===== config.mk =====
export PLATFORM = sky130hd
export DESIGN_NAME = debounce_multi
export DESIGN_NICKNAME = d
export VERILOG_FILES = /design/src/rtl/debounce_multi_pkg.sv /design/src/rtl/debounce_ch.sv /design/src/rtl/debounce_multi.sv
export SDC_FILE = /design/constraint.sdc
export NUM_CORES = 1
export LEC_CHECK = 0
export CORE_MARGIN = 1
export CORE_UTILIZATION = 55
export CTS_BUF_LIST = sky130_fd_sc_hd__clkbuf_16
export DETAILED_ROUTE_END_ITERATION = 10
export PLACE_DENSITY = 0.85
export SYNTH_ARGS = -nofsm -noshare
export SYNTH_HDL_FRONTEND = slang
export SYNTH_SLANG_ARGS = --single-unit

===== constraint.sdc =====
create_clock -name clk -period 5.2 [get_ports clk]
set_input_delay 1.56 -clock clk [delete_from_list [all_inputs] [get_ports clk]]
set_output_delay 1.56 -clock clk [all_outputs]
set_load 0.05 [all_outputs]

===== src/rtl/debounce_multi_pkg.sv =====
// Constants shared by the debounce filters: default qualification time,
// threshold clamp rule and the per-channel strobe encoding.
package debounce_multi_pkg;

  localparam int unsigned DEBOUNCE_DEFAULT_TH = 32'h0003_0D3F;

  // One-hot so that each strobe output is a direct flop bit.
  localparam int STRB_RISE_BIT   = 0;
  localparam int STRB_FALL_BIT   = 1;
  localparam int STRB_GLITCH_BIT = 2;

  typedef enum logic [2:0] {
    STRB_NONE   = 3'b000,
    STRB_RISE   = 3'b001,
    STRB_FALL   = 3'b010,
    STRB_GLITCH = 3'b100
  } strb_e;

  // A zero qualification time would never match cnt == th-1, so it means 1.
  function automatic int unsigned clamp_th(input int unsigned th);
    return (th == 0) ? 32'd1 : th;
  endfunction

endpackage


===== src/rtl/debounce_ch.sv =====
// One debounce channel: two-flop synchroniser, saturating stability counter
// with rise/fall threshold mux, and registered one-cycle strobes.
module debounce_ch
  import debounce_multi_pkg::*;
#(
  parameter int unsigned     DW      = 20,
  parameter logic [DW-1:0]   RISE_TH = DW'(DEBOUNCE_DEFAULT_TH),
  parameter logic [DW-1:0]   FALL_TH = DW'(DEBOUNCE_DEFAULT_TH),
  parameter logic            RST_VAL = 1'b0
) (
  input  logic clk,
  input  logic reset,
  input  logic enable,
  input  logic signal_in,
  output logic signal_out,
  output logic rise_strb,
  output logic fall_strb,
  output logic glitch_strb
);

  localparam logic [DW-1:0] RISE_M1 = DW'(clamp_th(32'(RISE_TH)) - 32'd1);
  localparam logic [DW-1:0] FALL_M1 = DW'(clamp_th(32'(FALL_TH)) - 32'd1);

  logic          z1;
  logic          z2;
  logic [DW-1:0] cnt;
  logic [DW-1:0] th_m1;
  logic          pend;
  strb_e         strb;

  assign th_m1 = signal_out ? FALL_M1 : RISE_M1;
  assign pend  = (z2 != signal_out) && (z1 == z2);

  // Counter saturates at th-1: reaching it accepts the change and clears it.
  always_ff @(posedge clk) begin
    if (reset) begin
      z1         <= RST_VAL;
      z2         <= RST_VAL;
      signal_out <= RST_VAL;
      cnt        <= '0;
      strb       <= STRB_NONE;
    end else begin
      z1   <= signal_in;
      z2   <= z1;
      strb <= STRB_NONE;
      if (!enable) begin
        cnt <= '0;
      end else if (pend) begin
        if (cnt >= th_m1) begin
          signal_out <= z2;
          cnt        <= '0;
          if (z2) strb <= STRB_RISE;
          else    strb <= STRB_FALL;
        end else begin
          cnt <= cnt + 1'b1;
        end
      end else if (cnt != '0) begin
        cnt  <= '0;
        strb <= STRB_GLITCH;
      end
    end
  end

  assign rise_strb   = strb[STRB_RISE_BIT];
  assign fall_strb   = strb[STRB_FALL_BIT];
  assign glitch_strb = strb[STRB_GLITCH_BIT];

endmodule


===== src/rtl/debounce_multi.sv =====
// Multi-channel debounce filter: CH independent debounce_ch instances plus a
// registered any_strb summarising accepted edges across all channels.
module debounce_multi
  import debounce_multi_pkg::*;
#(
  parameter int unsigned     CH      = 8,
  parameter int unsigned     DW      = 20,
  parameter logic [DW-1:0]   RISE_TH = DW'(DEBOUNCE_DEFAULT_TH),
  parameter logic [DW-1:0]   FALL_TH = DW'(DEBOUNCE_DEFAULT_TH),
  parameter logic [CH-1:0]   RST_VAL = '0
) (
  input  logic          clk,
  input  logic          reset,
  input  logic          enable,
  input  logic [CH-1:0] signal_in,
  output logic [CH-1:0] signal_out,
  output logic [CH-1:0] rise_strb,
  output logic [CH-1:0] fall_strb,
  output logic [CH-1:0] glitch_strb,
  output logic          any_strb
);

  for (genvar i = 0; i < CH; i++) begin : g_ch
    debounce_ch #(
      .DW      (DW),
      .RISE_TH (RISE_TH),
      .FALL_TH (FALL_TH),
      .RST_VAL (RST_VAL[i])
    ) u_ch (
      .clk         (clk),
      .reset       (reset),
      .enable      (enable),
      .signal_in   (signal_in[i]),
      .signal_out  (signal_out[i]),
      .rise_strb   (rise_strb[i]),
      .fall_strb   (fall_strb[i]),
      .glitch_strb (glitch_strb[i])
    );
  end

  // Glitches are deliberately left out: any_strb flags accepted edges only.
  always_ff @(posedge clk) begin
    if (reset) any_strb <= 1'b0;
    else       any_strb <= |{rise_strb, fall_strb};
  end

endmodule


==> impl_metrics.toml <==
[clock_network]
htreeDepth = 1
cts_setup_buffers = 0
post_cts_resized = 0
insertion_delay_ns = 0.50
cts_tree = "built"
numCtsBuffers = 22
clock_path_buffers = 3
path_clk_slew_ns = 0.06
clkSinkCount = 209
hold_buffers = 0
clock-root-buffer = "clkbuf_16"

[worst_setup_path]
r2r_setup_slack_ns = 2.76
cp_max_fo = 13
criticalPathCategory = "in -> reg"
critPathLaunchType = "input port"
r2r_start = "g_ch[6].u_ch.cnt[12]$_SDFFE_PP0P_"
critPathRequiredTime_ns = 5.60
end_kind = "flop"
r2r-end = "g_ch[6].u_ch.cnt[8]$_SDFFE_PP0P_"
r2r_cells = 6
arrival_ns = 3.84

[logic_synthesis]
yosysTopAreaCellShare_pct = 44.1
synth.avg_cell_area_um2 = 8.56
ys_top_cells_by_area = "dfxtp_1 (44%), nor2_1 (7.2%), xor2_1 (5.5%)"
ys_ff_latch = 209
synth_edf_count = 0
ys.flop_type = "dfxtp_1"
synth_cells = 1109
synthArstFlopShare_pct = 0
yosysTopAreaCell = "dfxtp_1"
syn_area_um2 = 9500
synth.yosys.seq_area_share_pct = 44.1
ys.warnings.count = 0
synthDistinctLibCells = 72

[timing]
fin_setup_tns_ns = 0
fin_crit_ns = 3.44
min_period_over_period_pct = 66.1
hold_viol_final = 0
max_slew_margin_pct = 39.8
worst_pin_slew_ns = 0.895
skew_ns = 0.00693
finalMaxSlewViolations = 0
rsz0062_at_grt = "false"
setup-violations-final = 0
fin_hold_ws_ns = 0.469
fmax_mhz = 291
fin_ws_ns = 1.76

[floorplan]
initial_utilization_pct = 56.9
die_w_um = 133
ioPinCount = 44
die_y_um = 133
coreArea_um2 = 16700
dieArea_um2 = 17800
num_rows = 47

[routing]
drtPass1Iterations = 5
wl_per_cell_um = 14.8
drc = 0
viasPerCell = 5.71
first_iter_violations = 490
vias = 7836
postRouteAntennaNets = 0
finalWirelength_um = 20300

[power_and_ir_drop]
p_per_area_nw_per_um2 = 323
ir_worst_vdd_v = 0.000268
p_leak_nw = 3.52

[global_route]
grt_max_degree = 23
grt_pass1_vias = 7332
grtUsageTotal_pct = 23.1
antenna_found_initial = 0
gr-total-overflow = 0
grt_pass1_wl_um = 34300

[cells_and_area]
layout.nets = 1172
syn2layout_area_growth_pct = 13.1
fillers = 1344
layout_commonest_cell = "dfxtp_1"
final_cell_mix = "dfxtp_1 (209), nor2_1 (182), nand2_1 (93)"
design_area_um2 = 10700
drive_gt1_share_pct = 5.47
num_antenna_cells = 0
utilization_pct = 64.3

[status]
status = "finished clean"

[placed_design]
place_ws_ns = 1.27
gp_congestion = 0.854
dpl-instance-area_um2 = 9930
io_buffer_count = 43
dp_hpwl_um = 14000

[min_path]
holdPathStages = 1
hold_class = "reg -> reg"
min_to = "g_ch[3].u_ch.strb[1]$_SDFF_PP0_"
hold_start = "g_ch[3].u_ch.z2$_SDFF_PP0_"

[job]
maxCapViolations = 0
-- worst max-delay path, stage by stage --
cell and delay [ns]:
clkdlybuf4s50_1 0.62, inv_1 0.22, nor2_1 0.17, and2_1 0.19, or3b_1 0.56, a21boi_1 0.28
o31ai_1 0.25
-- flip-flops by register name (all words and copies together), names as in the netlist --
register / count
any_strb: 1
g_ch.u_ch.cnt: 160
g_ch.u_ch.signal_out: 8
g_ch.u_ch.strb: 24
g_ch.u_ch.z1: 8
g_ch.u_ch.z2: 8
-- where the power goes --
| part | total [mW] | internal, mW | switching (mW) |
|---|---|---|---|
| sequential | 1.63 | 1.62 | 0.0110 |
| combinational | 0.104 | 0.0361 | 0.0681 |
| clock | 1.74 | 1.10 | 0.639 |
-- kinds of logic (layout without fill, tap and decap cells) --
group | after synthesis | in the layout | share of synthesized area [%]
other | 1 | 16 | 0.0395
and+or+nand+nor | 553 | 553 | 29.0
xor gates and xnor gates | 97 | 97 | 8.95
AOI/OAI and AO/OA | 128 | 128 | 9.29
muxes | 2 | 2 | 0.211
DFF | 209 | 209 | 44.1
buffers and inverters | 95 | 123 | 5.26
adders and majority gates | 24 | 24 | 3.16
-- metrics by stage --
| stage | power, mW | cells |
|---|---|---|
| 6_report | 3.47 | 1372 |
| 5_1_grt | 3.57 | 1372 |
| 4_1_cts | 3.49 | 1372 |
| 3_5_place_dp | 1.77 | 1333 |
| 3_3_place_gp | 1.76 | 1333 |
| 2_1_floorplan | 1.74 | 1124 |
-- area by class of cell --
class                           instances  area, um^2  share of cell area [%]
Multi-Input combinational cell        820        4870                    45.3
Sequential cell                       209        4180                    39.0
Clock buffer                           23         576                    5.36
Timing Repair Buffer                   48         468                    4.36
Tap cell                              220         275                    2.56
Clock inverter                         16         234                    2.18
Inverter                               36         135                    1.26
-- how the worst max path moves through the flow --
stage,from,end,slack (ns),cells past startpoint
2_1_floorplan,enable,g_ch[6].u_ch.cnt[10]$_SDFFE_PP0P_,2.30,6
3_3_place_gp,enable,g_ch[1].u_ch.cnt[8]$_SDFFE_PP0P_,1.40,8
3_5_place_dp,enable,g_ch[6].u_ch.cnt[15]$_SDFFE_PP0P_,1.27,7
4_1_cts,g_ch[2].u_ch.signal_out$_SDFFE_PP0P_,signal_out[2],1.79,1
5_1_grt,enable,g_ch[1].u_ch.cnt[8]$_SDFFE_PP0P_,1.57,8
6_report,enable,g_ch[6].u_ch.cnt[15]$_SDFFE_PP0P_,1.76,7
-- metal layers --
layer	up-vias	global-route usage (%)	routed length [um]
met2	212	40.9	9960
li1	3877	-	-
met1	3714	28.7	8860
met5	-	0	0
met4	0	7.07	482
met3	33	3.54	991
-- cells in the mapped netlist, drive strengths merged (3+ instances only) --
cell type  number
dfxtp         209
nor2          182
nand2          93
nand3          73
xor2           60
buf            42
nor4           38
xnor2          37
inv            36
nor3           36
a21oi          32
nand4          29
ha             24
o21ai          21
and3           20
nor2b          19
clkbuf         17
or3            13
a31oi          12
and2           10
o311ai         10
o211ai          9
or4             8
nand4b          6
o21a            6
o22ai           6
and4            5
nand2b          4
nor3b           4
or2             4
a22o            3
a22oi           3
a31o            3
a41oi           3
nand3b          3
Note: power is estimated with default switching activity, not from simulation.
